<file path="src/rtl/mips_pkg.sv">
// Shared datapath definitions: word/register widths, typed select sources and
// the state encoding of the output skid buffer used by mux_pipe_stage.
package mips_pkg;

    localparam int WORD_W     = 32;
    localparam int REG_ADDR_W = 5;

    typedef enum logic [1:0] {
        WB_ALU = 2'd0,
        WB_MEM = 2'd1,
        WB_PC4 = 2'd2,
        WB_IMM = 2'd3
    } wb_src_t;

    typedef enum logic [0:0] {
        ALU_SRC_REG = 1'b0,
        ALU_SRC_IMM = 1'b1
    } alu_src_t;

    typedef enum logic [0:0] {
        REG_DST_RT = 1'b0,
        REG_DST_RD = 1'b1
    } reg_dst_t;

    typedef enum logic [1:0] {
        SKID_EMPTY = 2'd0,
        SKID_ONE   = 2'd1,
        SKID_FULL  = 2'd2
    } skid_state_t;

endpackage

</file>
<file path="src/rtl/skid_buffer.sv">
// Two-entry skid buffer: main output register plus one overflow entry, with a
// registered in_ready so downstream stalls never reach upstream combinationally.
module skid_buffer
    import mips_pkg::*;
#(
    parameter int P_W = 34
) (
    input  logic           clock,
    input  logic           reset_n,
    input  logic           flush,
    input  logic [P_W-1:0] in_payload,
    input  logic           in_valid,
    output logic           in_ready,
    output logic [P_W-1:0] out_payload,
    output logic           out_valid,
    input  logic           out_ready
);

    skid_state_t    state_r, state_s;
    logic [P_W-1:0] main_r, main_s;
    logic [P_W-1:0] skid_r, skid_s;
    logic           in_ready_r;
    logic           out_valid_r;
    logic           accept_s;
    logic           emit_s;

    assign accept_s = in_valid & in_ready_r;
    assign emit_s   = out_valid_r & out_ready;

    // Next-state and storage-load decisions; flush overrides every transition.
    always_comb begin
        state_s = state_r;
        main_s  = main_r;
        skid_s  = skid_r;
        if (flush) begin
            state_s = SKID_EMPTY;
        end else begin
            case (state_r)
                SKID_EMPTY: begin
                    if (accept_s) begin
                        state_s = SKID_ONE;
                        main_s  = in_payload;
                    end else begin
                        state_s = SKID_EMPTY;
                    end
                end
                SKID_ONE: begin
                    if (accept_s && emit_s) begin
                        main_s = in_payload;
                    end else if (accept_s) begin
                        state_s = SKID_FULL;
                        skid_s  = in_payload;
                    end else if (emit_s) begin
                        state_s = SKID_EMPTY;
                    end else begin
                        state_s = SKID_ONE;
                    end
                end
                SKID_FULL: begin
                    if (emit_s) begin
                        state_s = SKID_ONE;
                        main_s  = skid_r;
                    end else begin
                        state_s = SKID_FULL;
                    end
                end
                default: begin
                    state_s = SKID_EMPTY;
                end
            endcase
        end
    end

    // State, storage and registered handshake outputs.
    always_ff @(posedge clock or negedge reset_n) begin
        if (!reset_n) begin
            state_r     <= SKID_EMPTY;
            main_r      <= {P_W{1'b0}};
            skid_r      <= {P_W{1'b0}};
            in_ready_r  <= 1'b1;
            out_valid_r <= 1'b0;
        end else begin
            state_r     <= state_s;
            main_r      <= main_s;
            skid_r      <= skid_s;
            in_ready_r  <= (state_s != SKID_FULL);
            out_valid_r <= (state_s != SKID_EMPTY);
        end
    end

    assign in_ready    = in_ready_r;
    assign out_valid   = out_valid_r;
    assign out_payload = main_r;

endmodule

</file>
<file path="src/rtl/mux_pipe_stage.sv">
// N-input registered select stage with valid/ready handshake and sticky select
// error. Define MUX_PIPE_PERF_EN to add the beat_count/stall_count outputs.
module mux_pipe_stage
    import mips_pkg::*;
#(
    parameter int WIDTH      = 32,
    parameter int NUM_INPUTS = 4,
    parameter int SEL_W      = $clog2(NUM_INPUTS)
) (
    input  logic                        clock,
    input  logic                        reset_n,
    input  logic [NUM_INPUTS*WIDTH-1:0] in_data,
    input  logic [SEL_W-1:0]            in_sel,
    input  logic                        in_valid,
    output logic                        in_ready,
    input  logic                        flush,
    output logic [WIDTH-1:0]            out_data,
    output logic [SEL_W-1:0]            out_sel,
    output logic                        out_valid,
    input  logic                        out_ready,
    output logic                        sel_err
`ifdef MUX_PIPE_PERF_EN
    ,
    output logic [15:0]                 beat_count,
    output logic [15:0]                 stall_count
`endif
);

    localparam int P_W = WIDTH + SEL_W;

    logic [WIDTH-1:0] sel_data_s;
    logic             sel_hit_s;
    logic [P_W-1:0]   out_payload_s;
    logic             sel_err_r;

    // AND-OR select; codes with no matching input leave data at zero and hit low.
    always_comb begin
        sel_data_s = {WIDTH{1'b0}};
        sel_hit_s  = 1'b0;
        for (int k = 0; k < NUM_INPUTS; k++) begin
            sel_hit_s  = sel_hit_s | (in_sel == SEL_W'(k));
            sel_data_s = sel_data_s |
                         ({WIDTH{in_sel == SEL_W'(k)}} & in_data[k*WIDTH +: WIDTH]);
        end
    end

    skid_buffer #(
        .P_W (P_W)
    ) u_skid (
        .clock       (clock),
        .reset_n     (reset_n),
        .flush       (flush),
        .in_payload  ({sel_data_s, in_sel}),
        .in_valid    (in_valid),
        .in_ready    (in_ready),
        .out_payload (out_payload_s),
        .out_valid   (out_valid),
        .out_ready   (out_ready)
    );

    assign out_data = out_payload_s[P_W-1:SEL_W];
    assign out_sel  = out_payload_s[SEL_W-1:0];

    // Sticky error, raised only by an accepted out-of-range select.
    always_ff @(posedge clock or negedge reset_n) begin
        if (!reset_n) begin
            sel_err_r <= 1'b0;
        end else if (flush) begin
            sel_err_r <= 1'b0;
        end else if (in_valid && in_ready && !sel_hit_s) begin
            sel_err_r <= 1'b1;
        end else begin
            sel_err_r <= sel_err_r;
        end
    end

    assign sel_err = sel_err_r;

`ifdef MUX_PIPE_PERF_EN
    logic [15:0] beat_count_r;
    logic [15:0] stall_count_r;

    // Emit counter wraps; stall counter saturates; neither is touched by flush.
    always_ff @(posedge clock or negedge reset_n) begin
        if (!reset_n) begin
            beat_count_r  <= 16'd0;
            stall_count_r <= 16'd0;
        end else begin
            if (out_valid && out_ready) begin
                beat_count_r <= beat_count_r + 16'd1;
            end else begin
                beat_count_r <= beat_count_r;
            end
            if (out_valid && !out_ready && (stall_count_r != 16'hFFFF)) begin
                stall_count_r <= stall_count_r + 16'd1;
            end else begin
                stall_count_r <= stall_count_r;
            end
        end
    end

    assign beat_count  = beat_count_r;
    assign stall_count = stall_count_r;
`endif

endmodule

</file>
<file path="config.mk">
export PLATFORM = sky130hd
export DESIGN_NAME = mux_pipe_stage
export DESIGN_NICKNAME = d
export VERILOG_FILES = /design/src/rtl/mips_pkg.sv /design/src/rtl/skid_buffer.sv /design/src/rtl/mux_pipe_stage.sv
export SDC_FILE = /design/constraint.sdc
export NUM_CORES = 1
export LEC_CHECK = 0
export ABC_CLOCK_PERIOD_IN_PS = 1800
export CAP_MARGIN = 20
export CORE_ASPECT_RATIO = 0.7
export CORE_UTILIZATION = 42
export CTS_CLUSTER_SIZE = 40
export DETAILED_ROUTE_END_ITERATION = 10
export PLACE_DENSITY = 0.79
export SKIP_CTS_REPAIR_TIMING = 1
export SYNTH_ARGS = -nofsm -noshare
export SYNTH_HDL_FRONTEND = slang
export SYNTH_SLANG_ARGS = --single-unit
</file>
<file path="constraint.sdc">
create_clock -name clock -period 1.8 [get_ports clock]
set_input_delay 0.27 -clock clock [delete_from_list [all_inputs] [get_ports clock]]
set_output_delay 0.27 -clock clock [all_outputs]
set_load 0.05 [all_outputs]
</file>
==> metrics.cfg <==
[logic_synthesis]
synth_seq_cells=73
synth_area_leaders=dfrtp_1, mux4_2, mux2_2
avgSynthCellArea_um2=11.9
synthFlopType=dfrtp_1
async_flop_share=1.00
yosysUniqueCellTypes=24
synth_common_cells=dfrtp_1, nand2_1, nor2_1, a31oi_1, mux2_2
seq_area_frac_synth=0.476
synth_edf_count=0
syn-num-nets=459
yosys_warnings=0
synth_top_area_share=0.469
netlist_area_mm2=0.00384
yosysTopAreaCell=dfrtp_1
synthMostInstantiatedCell=dfrtp_1
netlist_instances=324

[place]
pre_cts_slack_ns=-0.138
gp_congestion=0.784
port-buffer-count=171
dp_cells=607
dpl.hpwl_um=8060

[pwr]
p_sw_mw=2.61
pwr-share-comb=0.382
power_frac_clock=0.274
power.internal_mw=4.97
swShare=0.344
irDropWorstVdd_v=0.000611
p_seq_frac=0.344
p_total_mw=7.58
p_per_area_mw_per_mm2=1230
leakage_nw=2.55

[timing]
worstMarginPinSlew_ns=0.537
hold_violations=0
fmax_mhz=568
setup_tns_ns=0
drv_slew=0
worst_slack_ns=0.0395
period_needed_ns=1.76
finalClockSkew_ns=0.00615
slew_headroom=0.642
fin_crit_sh=0.978
setup_viol_count_final=0
whs_ns=0.447

[critical_path]
critical_path.cell_chain=clkdlybuf4s50_1
critPathBufInv=1
crit_path_max_fanout=2
worstSetupPathType=reg2out
end_kind=primary output
max_stage_delay_ns=0.82
required_ns=1.53
critPathLaunchType=register
critPathArrivalTime_ns=1.49
slowest_stage=clkdlybuf4s50_1
critPathTopFamily=buffers and inverters

[clock_network]
clock-sinks=73
h-tree-depth=3
clk_pin_slew_ns=0.05
cts_made_buffers=9
worstSkewPairLatency_ns=0.32
cts_tree=done
cts_root_buffer=clkbuf_16
clock_path_buffers=2

[cells_and_area]
layout.cells.non_filler=627
diodes=0
drive_gt1_frac=0.258
nets=637
area_growth_pct=60.2
fillers=650

[floorplanning]
die_w_um=116
dieArea_mm2=0.00954
core_mm2=0.00865
die_y_um=82.0
start_util=0.444
rows=28
io_pins=172

[route]
viasPerCell=5.33
drtIter0Drc=129
ant_nets=0
via_count=3339
wl_per_cell_um=17.1
remaining_drc_errors=0
dr.pass1.iters=4
finalWirelength_um=10800

[global_route]
grt_pass1_vias=3485
grt_pass1_wl_um=16200
gr-total-overflow=0
grt_max_degree=37
grtUsageTotal=0.230
antenna_found_initial=0

[job]
maxCapViolations=0

[outcome]
status=complete, no violations

[hold_path]
hold_class=in2async

==> worst paths after layout <==
kind	slack, ns	startpoint	endpoint	cells past startpoint
hold / removal	0.45	reset_n	u_skid.skid_r[12]	2
max in group asynchronous	0.80	reset_n	u_skid.skid_r[9]	3
setup / recovery	0.04	u_skid.out_payload[30]	out_data[28]	1
hold reg to reg	0.50	u_skid.skid_r[21]	u_skid.skid_r[21]	1
setup reg to reg	0.08	u_skid.state_r[1]	u_skid.out_payload[10]	6
min in group clock	0.47	in_sel[0]	u_skid.out_payload[0]	4
==> registers in the layout, indices dropped and copies added, names as in the netlist <==
signal / flops
sel_err: 1
u_skid.in_ready: 1
u_skid.out_payload: 34
u_skid.out_valid: 1
u_skid.skid_r: 34
u_skid.state_r: 2
==> kinds of logic (layout without fill, tap and decap cells) <==
family	Yosys count	after routing	synth area share
multiplexers	66	66	0.287
buffers and inverters	26	209	0.0423
flip-flops	73	73	0.476
AND/OR/NAND/NOR	116	116	0.119
AO/OA/AOI/OAI	43	43	0.0752
==> layout by cell type (no fill, tap or decap), drive strengths merged <==
cell type	n
mux2	34
bufinv	3
a221oi	1
nor2b	2
dfrtp	72
nand3b	1
o21a	1
nor2	35
dlymetal6s2s	5
a31oi	34
nand2b	1
a21oi	4
and2	1
nand2	71
clkbuf	13
mux4	32
nand3	3
clkdlybuf4s50	145
a21o	1
o21ai	1
nand4	1
dlygate4sd3	1
dfstp	1
buf	41
o21ba	1
or2	1
clkinv	1
==> per-layer routing <==
| layer | vias to the layer above | global-route usage | routed length, um |
|---|---|---|---|
| met2 | 149 | 0.433 | 5600 |
| met4 | 0 | 0.0526 | 93 |
| li1 | 1534 | - | - |
| met1 | 1644 | 0.252 | 4060 |
| met3 | 12 | 0.0745 | 999 |
| met5 | - | 0 | 0 |
==> per-stage QoR <==
stage / cell area [um2] / utilization
floorplan: 3840 / -
global placement: 5730 / 0.663
detailed placement: 5730 / 0.663
CTS: 6090 / 0.704
global route: 6150 / 0.711
finish: 6150 / 0.711
==> power by group through the flow <==
stage               Combinational [mW]  Sequential [mW]  Clock [mW]
finish                            2.90             2.61        2.07
floorplan                        0.904             3.47           0
detailed placement                2.89             2.62           0
global route                      3.07             2.68        2.18
global placement                  2.81             2.58           0
CTS                               2.90             2.61        2.10
==> cell type report <==
type | count | area [um2] | share of cell area
clock buffer | 12 | 256 | 0.0417
clock inverter | 4 | 98.8 | 0.0161
multi-input combinational | 225 | 1870 | 0.303
sequential | 73 | 1830 | 0.297
tap | 120 | 150 | 0.0244
timing repair buffer | 193 | 1950 | 0.317
Power figures use the tool's default switching activity.
